`src/rtl/param_reg_file_pkg.sv`:
```
// Shared definitions for the parametrised register file: the function-bus
// encodings and the select-width helper.
package param_reg_file_pkg;

   localparam logic [2:0] FS_DEC  = 3'b000;
   localparam logic [2:0] FS_INC  = 3'b001;
   localparam logic [2:0] FS_LOAD = 3'b010;
   localparam logic [2:0] FS_CLR  = 3'b011;
   localparam logic [2:0] FS_LDL  = 3'b100;
   localparam logic [2:0] FS_LDH  = 3'b101;
   localparam logic [2:0] FS_SHL  = 3'b110;
   localparam logic [2:0] FS_HOLD = 3'b111;

   function automatic int clog2(input int n);
      int r;
      r = 0;
      for (int i = 0; i < 31; i++) begin
         if ((1 << i) < n) r = i + 1;
      end
      return r;
   endfunction

endpackage

```
`src/rtl/param_reg_file_cell.sv`:
```
// One register of the file plus its sticky wrap flag; performs FunSel when En
// is high.
module param_reg_cell
   import param_reg_file_pkg::*;
#(
   parameter int WIDTH = 8
) (
   input  logic             Clock,
   input  logic             Reset,
   input  logic             En,
   input  logic [2:0]       FunSel,
   input  logic [WIDTH-1:0] I,
   output logic [WIDTH-1:0] Q,
   output logic             Wrap
);

   localparam int HALF = WIDTH / 2;

   logic [WIDTH-1:0] q_nxt;
   logic             wrap_nxt;

   always_comb begin
      q_nxt    = Q;
      wrap_nxt = Wrap;
      case (FunSel)
         FS_DEC: begin
            q_nxt = Q - WIDTH'(1);
            if (Q == '0) wrap_nxt = 1'b1;
         end
         FS_INC: begin
            q_nxt = Q + WIDTH'(1);
            if (&Q) wrap_nxt = 1'b1;
         end
         FS_LOAD: begin
            q_nxt    = I;
            wrap_nxt = 1'b0;
         end
         FS_CLR: begin
            q_nxt    = '0;
            wrap_nxt = 1'b0;
         end
         FS_LDL: begin
            q_nxt[HALF-1:0] = I[HALF-1:0];
            wrap_nxt        = 1'b0;
         end
         // the high half is loaded from the low half of the bus
         FS_LDH: begin
            q_nxt[WIDTH-1:HALF] = I[HALF-1:0];
            wrap_nxt            = 1'b0;
         end
         FS_SHL: begin
            q_nxt = {Q[WIDTH-2:0], 1'b0};
            if (Q[WIDTH-1]) wrap_nxt = 1'b1;
         end
         default: begin
         end
      endcase
   end

   always_ff @(posedge Clock or posedge Reset) begin
      if (Reset) begin
         Q    <= '0;
         Wrap <= 1'b0;
      end else if (En) begin
         Q    <= q_nxt;
         Wrap <= wrap_nxt;
      end
   end

endmodule

```
`src/rtl/param_reg_file.sv`:
```
// NREGS x WIDTH register file: shared function bus with active-low per-register
// select, two combinational read ports and a zero detect on port A.
module param_reg_file
   import param_reg_file_pkg::*;
#(
   parameter  int WIDTH = 8,
   parameter  int NREGS = 4,
   localparam int SELW  = (clog2(NREGS) > 1) ? clog2(NREGS) : 1
) (
   input  logic             Clock,
   input  logic             Reset,
   input  logic [2:0]       FunSel,
   input  logic [NREGS-1:0] RegSel,
   input  logic [WIDTH-1:0] I,
   input  logic [SELW-1:0]  OutASel,
   input  logic [SELW-1:0]  OutBSel,
   output logic [WIDTH-1:0] OutA,
   output logic [WIDTH-1:0] OutB,
   output logic             ZeroA,
   output logic [NREGS-1:0] WrapFlags
);

   logic [WIDTH-1:0] regs [NREGS];

   for (genvar k = 0; k < NREGS; k++) begin : g_cell
      param_reg_cell #(
         .WIDTH (WIDTH)
      ) u_cell (
         .Clock  (Clock),
         .Reset  (Reset),
         .En     (~RegSel[k]),
         .FunSel (FunSel),
         .I      (I),
         .Q      (regs[k]),
         .Wrap   (WrapFlags[k])
      );
   end

   // Selects past the last register read as zero when NREGS is not a power of two.
   always_comb begin
      OutA = '0;
      OutB = '0;
      if (int'(OutASel) < NREGS) OutA = regs[OutASel];
      if (int'(OutBSel) < NREGS) OutB = regs[OutBSel];
   end

   assign ZeroA = (OutA == '0);

endmodule

```
`config.mk`:
```
export PLATFORM = sky130hd
export DESIGN_NAME = param_reg_file
export DESIGN_NICKNAME = d
export VERILOG_FILES = /design/src/rtl/param_reg_file_pkg.sv /design/src/rtl/param_reg_file_cell.sv /design/src/rtl/param_reg_file.sv
export SDC_FILE = /design/constraint.sdc
export NUM_CORES = 1
export LEC_CHECK = 0
export ABC_AREA = 1
export CAP_MARGIN = 5
export CORE_ASPECT_RATIO = 0.75
export CORE_MARGIN = 3
export CORE_UTILIZATION = 55
export CTS_CLUSTER_SIZE = 24
export DETAILED_ROUTE_END_ITERATION = 10
export PLACE_DENSITY = 0.88
export SLEW_MARGIN = 20
export SYNTH_ARGS = -nofsm -noshare
export SYNTH_HDL_FRONTEND = slang
export SYNTH_SLANG_ARGS = --single-unit
```
`constraint.sdc`:
```
create_clock -name Clock -period 3 [get_ports Clock]
set_clock_uncertainty 0.1 [all_clocks]
set_input_delay 0.6 -clock Clock [delete_from_list [all_inputs] [get_ports Clock]]
set_output_delay 0.6 -clock Clock [all_outputs]
set_load 0.03 [all_outputs]
```
Yosys cells after proc, flatten, opt, wreduce, memory -nomap -nowiden:

Cells that the tools add are included.

* $add $sub $neg: 8
* multipliers: 0
* div/mod/pow operators: 0
* $lt $le $gt $ge: 2
* eq/ne operators: 18
* shift operators: 0
* mux-type cells: 30
* bitwise operators: 6
* reduce and logical (&&, ||, !) cells: 27

Operator list (count)
* 4-bit one-hot mux with 6 select lines: 4
* 4-bit one-hot mux with 5 select lines: 4
* 8-bit zero test: 5
* 8-bit by 1-bit adder with 8-bit output (second input constant): 4
* 8-bit binary-select mux with 2-bit select: 2
* 8-bit two-way mux: 4
* 8-bit AND reduction: 4
* 8-bit by 1-bit subtractor with 8-bit output (second input constant): 4
* 2-bit by 1-bit != test with 1-bit output (second input constant): 12
* 5-bit AND reduction: 4
* 1-bit one-hot mux with 4 select lines: 4
* 2-bit AND reduction: 8
* 1-bit two-way mux: 12
* 3-bit equality test (second input constant): 3
* 3-bit by 2-bit equality test with 1-bit output (second input constant): 2
* 3-bit greater-or-equal comparator (second input constant): 2
* 2-bit inverter with 3-bit output: 2
* 6-bit nonzero test: 1
* 5-bit nonzero test: 1
* 1-bit inverter: 4
* 4-bit nonzero test: 1
* 4-bit OR reduction: 1
* 3-bit by 1-bit equality test with 1-bit output (second input constant): 1
* 3-bit zero test: 1
* 2-bit OR reduction: 1

* bits in registers: 36
* latch bits: 0
* memory bits (writable): 0
* bits in read-only memories: 0
* bits of input ports: 21
* output and inout bits: 21
* logic and storage cells: 103
* memories: 0

Longest topological paths before layout:

* depth in word-level cells: 5
* mapped depth: 11
* depth with buffers taken out: 10

Cells and area by module:

Synthesis repeated with hierarchy kept, for this count alone.

* cells, all modules: 913
* area, all modules: 5012.3 µm²

Modules (own cells, without submodules)
* param_reg_cell: times used 4, cells an instance 196, area each 1098.6 µm², sequential area each 225.2 µm²
* param_reg_file: times used 1, cells an instance 129, area each 618.1 µm², sequential area each 0.0 µm²

Worst setup path before layout:

No wires, ideal clock.

* path kind: input -> output
* start: input port OutBSel[0]
* end: output port OutB[5]
* arrival time: 1.716 ns
* required time: 2.300 ns
* slack: 0.584 ns
* stages on the path: 5
* buffers on the path: 2
* cell sequence: buf_2 inv_1 clkbuf_1 a21oi_1 a21oi_1

* word-level cells in the longest chain between the ends: 4

RTL lines
* from (decl): line param_reg_file.sv:16 `input logic [SELW-1:0] OutBSel,`
* 2-bit inverter with 3-bit output (implied by the code): line param_reg_file.sv:44 `if (int'(OutBSel) < NREGS) OutB = regs[OutBSel];`
* 8-bit binary-select mux with 2-bit select: line param_reg_file.sv:44
* 8-bit two-way mux (implied by the code) (2 in a row): line param_reg_file.sv:44
* to (decl): line param_reg_file.sv:18 `output logic [WIDTH-1:0] OutB,`

Every way passes these cells. The select of a mux whose other input is x is not followed.

Worst setup path after layout:

* start: input port OutASel[1]
* end: output port ZeroA

* word-level cells in the longest chain between the ends: 5

RTL lines
* from (decl): line param_reg_file.sv:15 `input logic [SELW-1:0] OutASel,`
* 2-bit inverter with 3-bit output (implied by the code): line param_reg_file.sv:43 `if (int'(OutASel) < NREGS) OutA = regs[OutASel];`
* 8-bit binary-select mux with 2-bit select: line param_reg_file.sv:43
* 8-bit two-way mux (implied by the code) (2 in a row): line param_reg_file.sv:43
* 8-bit zero test: line param_reg_file.sv:47 `assign ZeroA = (OutA == '0);`
* to (decl): line param_reg_file.sv:19 `output logic ZeroA,`

Every way passes these cells. The select of a mux whose other input is x is not followed.

==> metrics.txt <==
Setup Total Neg Slack=0 ns; final hold slack=around 0.38 ns; outcome=finished clean; syn_nets=about 770; Post-CTS Setup Bufs=0; cts bufs inserted=5; Slew Limit Fails=0; Die Area=8606 um2; post-synthesis cell type count=33; H-tree Lvls=2; placed cells=849; Syn-to-layout area delta=11.01%; Reg clk slew, reported paths=0.08 ns; crit-path max FO=8; post-cts sizing count=0; WL final=15080 um; Power Density=about 540 nW/um2; top post-synthesis cells by area=dfrtp_1 (22%), nand2_1 (21%), nand3_1 (9.9%); Routability Congestion=1.014; cts hold-fix bufs=0; Root Driver=clkbuf_8; r2r setup slk=1.13 ns; Tcrit/Tclk final=93.68%; Finished Cell Area=4591 um2; Overflow after GRT=0; post-DP HPWL=~12000 um; yosys warns=0; Max-cap violations=0; RSZ-0062 raised after global routing=false; relative slew slack=66.05%; Routed Antenna Nets=0; first-pass GRT wire length=23470 um; final hold vios=0; leakage power=0.002402 uW; CP startpoint kind=input port; ant diodes=0; DIE HEIGHT=between 80 and 90 um; Fmax=0.3558 GHz; CTS tree=yes; layout cell share with drive strength beyond 1=8.179%; crit-path max cell delay=roughly 0.58 ns; register area share after synthesis=between 20% and 30%; #FFs+latches synth=36; via count=slightly above 5000; vias in the first global route=4551; crit end category=primary output; Worst Path Class, Setup=in -> out; row cnt=26; Worst Path Required=2.30 ns; Slew @ Worst Pin=0.5093 ns; initial antenna violation count=0; Peak VDD IR=0.0003089 V; Setup Viol. Count Final=0; largest net degree at the start of global routing=37; slowest stage cell on the critical path=clkdlybuf4s50_1; end-of-flow core utilization=65.03%; core outline area=7059 um2; Initial Util=slightly below 60%; clk buf depth=2; Residual DRC=0; share of the synthesized area in the top cell type=between 20% and 30%; crit path time final=2.810 ns; mean routed wirelength per cell=roughly 18 um; DIE WIDTH=approximately 110 um; crit path cell chain=clkdlybuf4s50_1 > inv_1 > a21oi_1 > o21ai_0 > nand2_1 > nand4_1 > nor2_1 > buf_4; total track usage=35.22%; synthesized cell area=4135 um2; Crit path arrival time=2.11 ns; DR pass1 iterations=6; Layout Cells excl Fill=856; Final Net Count=a little under 800; boundary pin count=42; placed inst area=~4500 um2; Hold WC Path Type=reg -> reg; # port buffers=41; CTS sink cnt=36; DR iter-0 viols=818; Clk Latency, worst-skew pair=approximately 0.30 ns; area leader, netlist=dfrtp_1; Syn Inst Count=~740; per-instance average area after synthesis=5.619 um2; vias per cell=5.933
==> per-stage QoR <==
step,setup slack (ns),total power [uW]
6_report,0.1896,2462
2_1_floorplan,0.5836,1636
5_1_grt,0.09175,2618
3_3_place_gp,0.2689,1990
3_5_place_dp,0.2305,2019
4_1_cts,0.2274,2412
==> placed cells by master, fill, tap and decap left out, types with 2 or more instances in the layout <==
cell | netlist | routed
inv_2 | 8 | 8
xnor2_1 | 2 | 2
nand3b_1 | 3 | 3
nand2_1 | 231 | 231
o22ai_1 | 3 | 3
ha_1 | 12 | 12
nand3_1 | 82 | 82
a31oi_1 | 4 | 4
nor2_2 | 3 | 3
a21oi_1 | 60 | 60
o21ai_1 | 10 | 10
nand3_4 | 2 | 2
and2_1 | 2 | 2
or2_2 | 5 | 5
dfrtp_1 | 36 | 36
clkbuf_8 | 0 | 7
inv_1 | 74 | 74
clkdlybuf4s50_1 | 0 | 24
nand2_2 | 5 | 5
buf_4 | 5 | 25
nand2_4 | 3 | 3
nor3_1 | 4 | 4
nor2_1 | 94 | 94
nand4_1 | 8 | 8
o21ai_0 | 44 | 44
==> path summary, 6_finish.rpt <==
check                                                  start                           endpoint  depth (start not counted)
setup / recovery                                  OutASel[1]                              ZeroA                          8
max in group asynchronous                              Reset  g_cell[1].u_cell.Q[7]$_DFFE_PP0P_                          3
setup reg to reg           g_cell[3].u_cell.Q[0]$_DFFE_PP0P_  g_cell[3].u_cell.Q[2]$_DFFE_PP0P_                          6
min in group asynchronous                              Reset  g_cell[2].u_cell.Q[6]$_DFFE_PP0P_                          3
hold reg to reg            g_cell[3].u_cell.Wrap$_DFFE_PP0P_  g_cell[3].u_cell.Wrap$_DFFE_PP0P_                          2
hold / removal             g_cell[3].u_cell.Wrap$_DFFE_PP0P_  g_cell[3].u_cell.Wrap$_DFFE_PP0P_                          2
==> synthesized netlist by cell type (all sizes together) <==
cell	n
o21a	1
nand3b	3
buf	21
a21oi	60
nor3	4
nor2	98
clkinv	1
or2	5
nand2	239
a22oi	1
clkbuf	13
inv	82
dfrtp	36
a31oi	4
xnor2	2
ha	12
o21ai	55
and2	2
nand3	85
xor2	1
nand4	8
o22ai	3
==> logic make-up after synthesis <==
family	share of synthesized area [%]
AO/OA/AOI/OAI	15.43
XOR/XNOR	0.6355
adder cells (fa/ha/maj)	3.631
buffers and inverters	12.19
flip-flops	21.79
AND/OR/NAND/NOR	46.32
==> worst max-delay path, delay by kind of cell <==
family | cells | cell delay (ns)
AO/OA/AOI/OAI | 2 | 0.25
AND/OR/NAND/NOR | 3 | 0.34
buffers and inverters | 3 | 0.92
==> final cells by class <==
cell class,instances,area (um2)
sequential,36,900.9
timing repair buffer,49,427.9
fill,672,2469
tap,98,122.6
inverter,83,312.8
multi-input combinational,583,2730
clock buffer,7,96.34
==> routing by layer <==
| layer | wire length (um) | vias to the layer above | GRT usage [%] |
|---|---|---|---|
| li1 | - | 2399 | - |
| met1 | 6349 | 2247 | 49.27 |
| met2 | 6227 | 379 | 53.54 |
| met3 | 1944 | 54 | 7.863 |
| met4 | 557 | 0 | 12.55 |
| met5 | 0 | - | 0 |
==> flip-flops by register name, summed over array words and instances (netlist names) <==
signal              count
g_cell.u_cell.Q        32
g_cell.u_cell.Wrap      4
==> where the power goes <==
part           switching (uW)  internal, uW
registers                 256           586
logic                     812           412
clock network             190           205
Power figures use the tool's default switching activity.
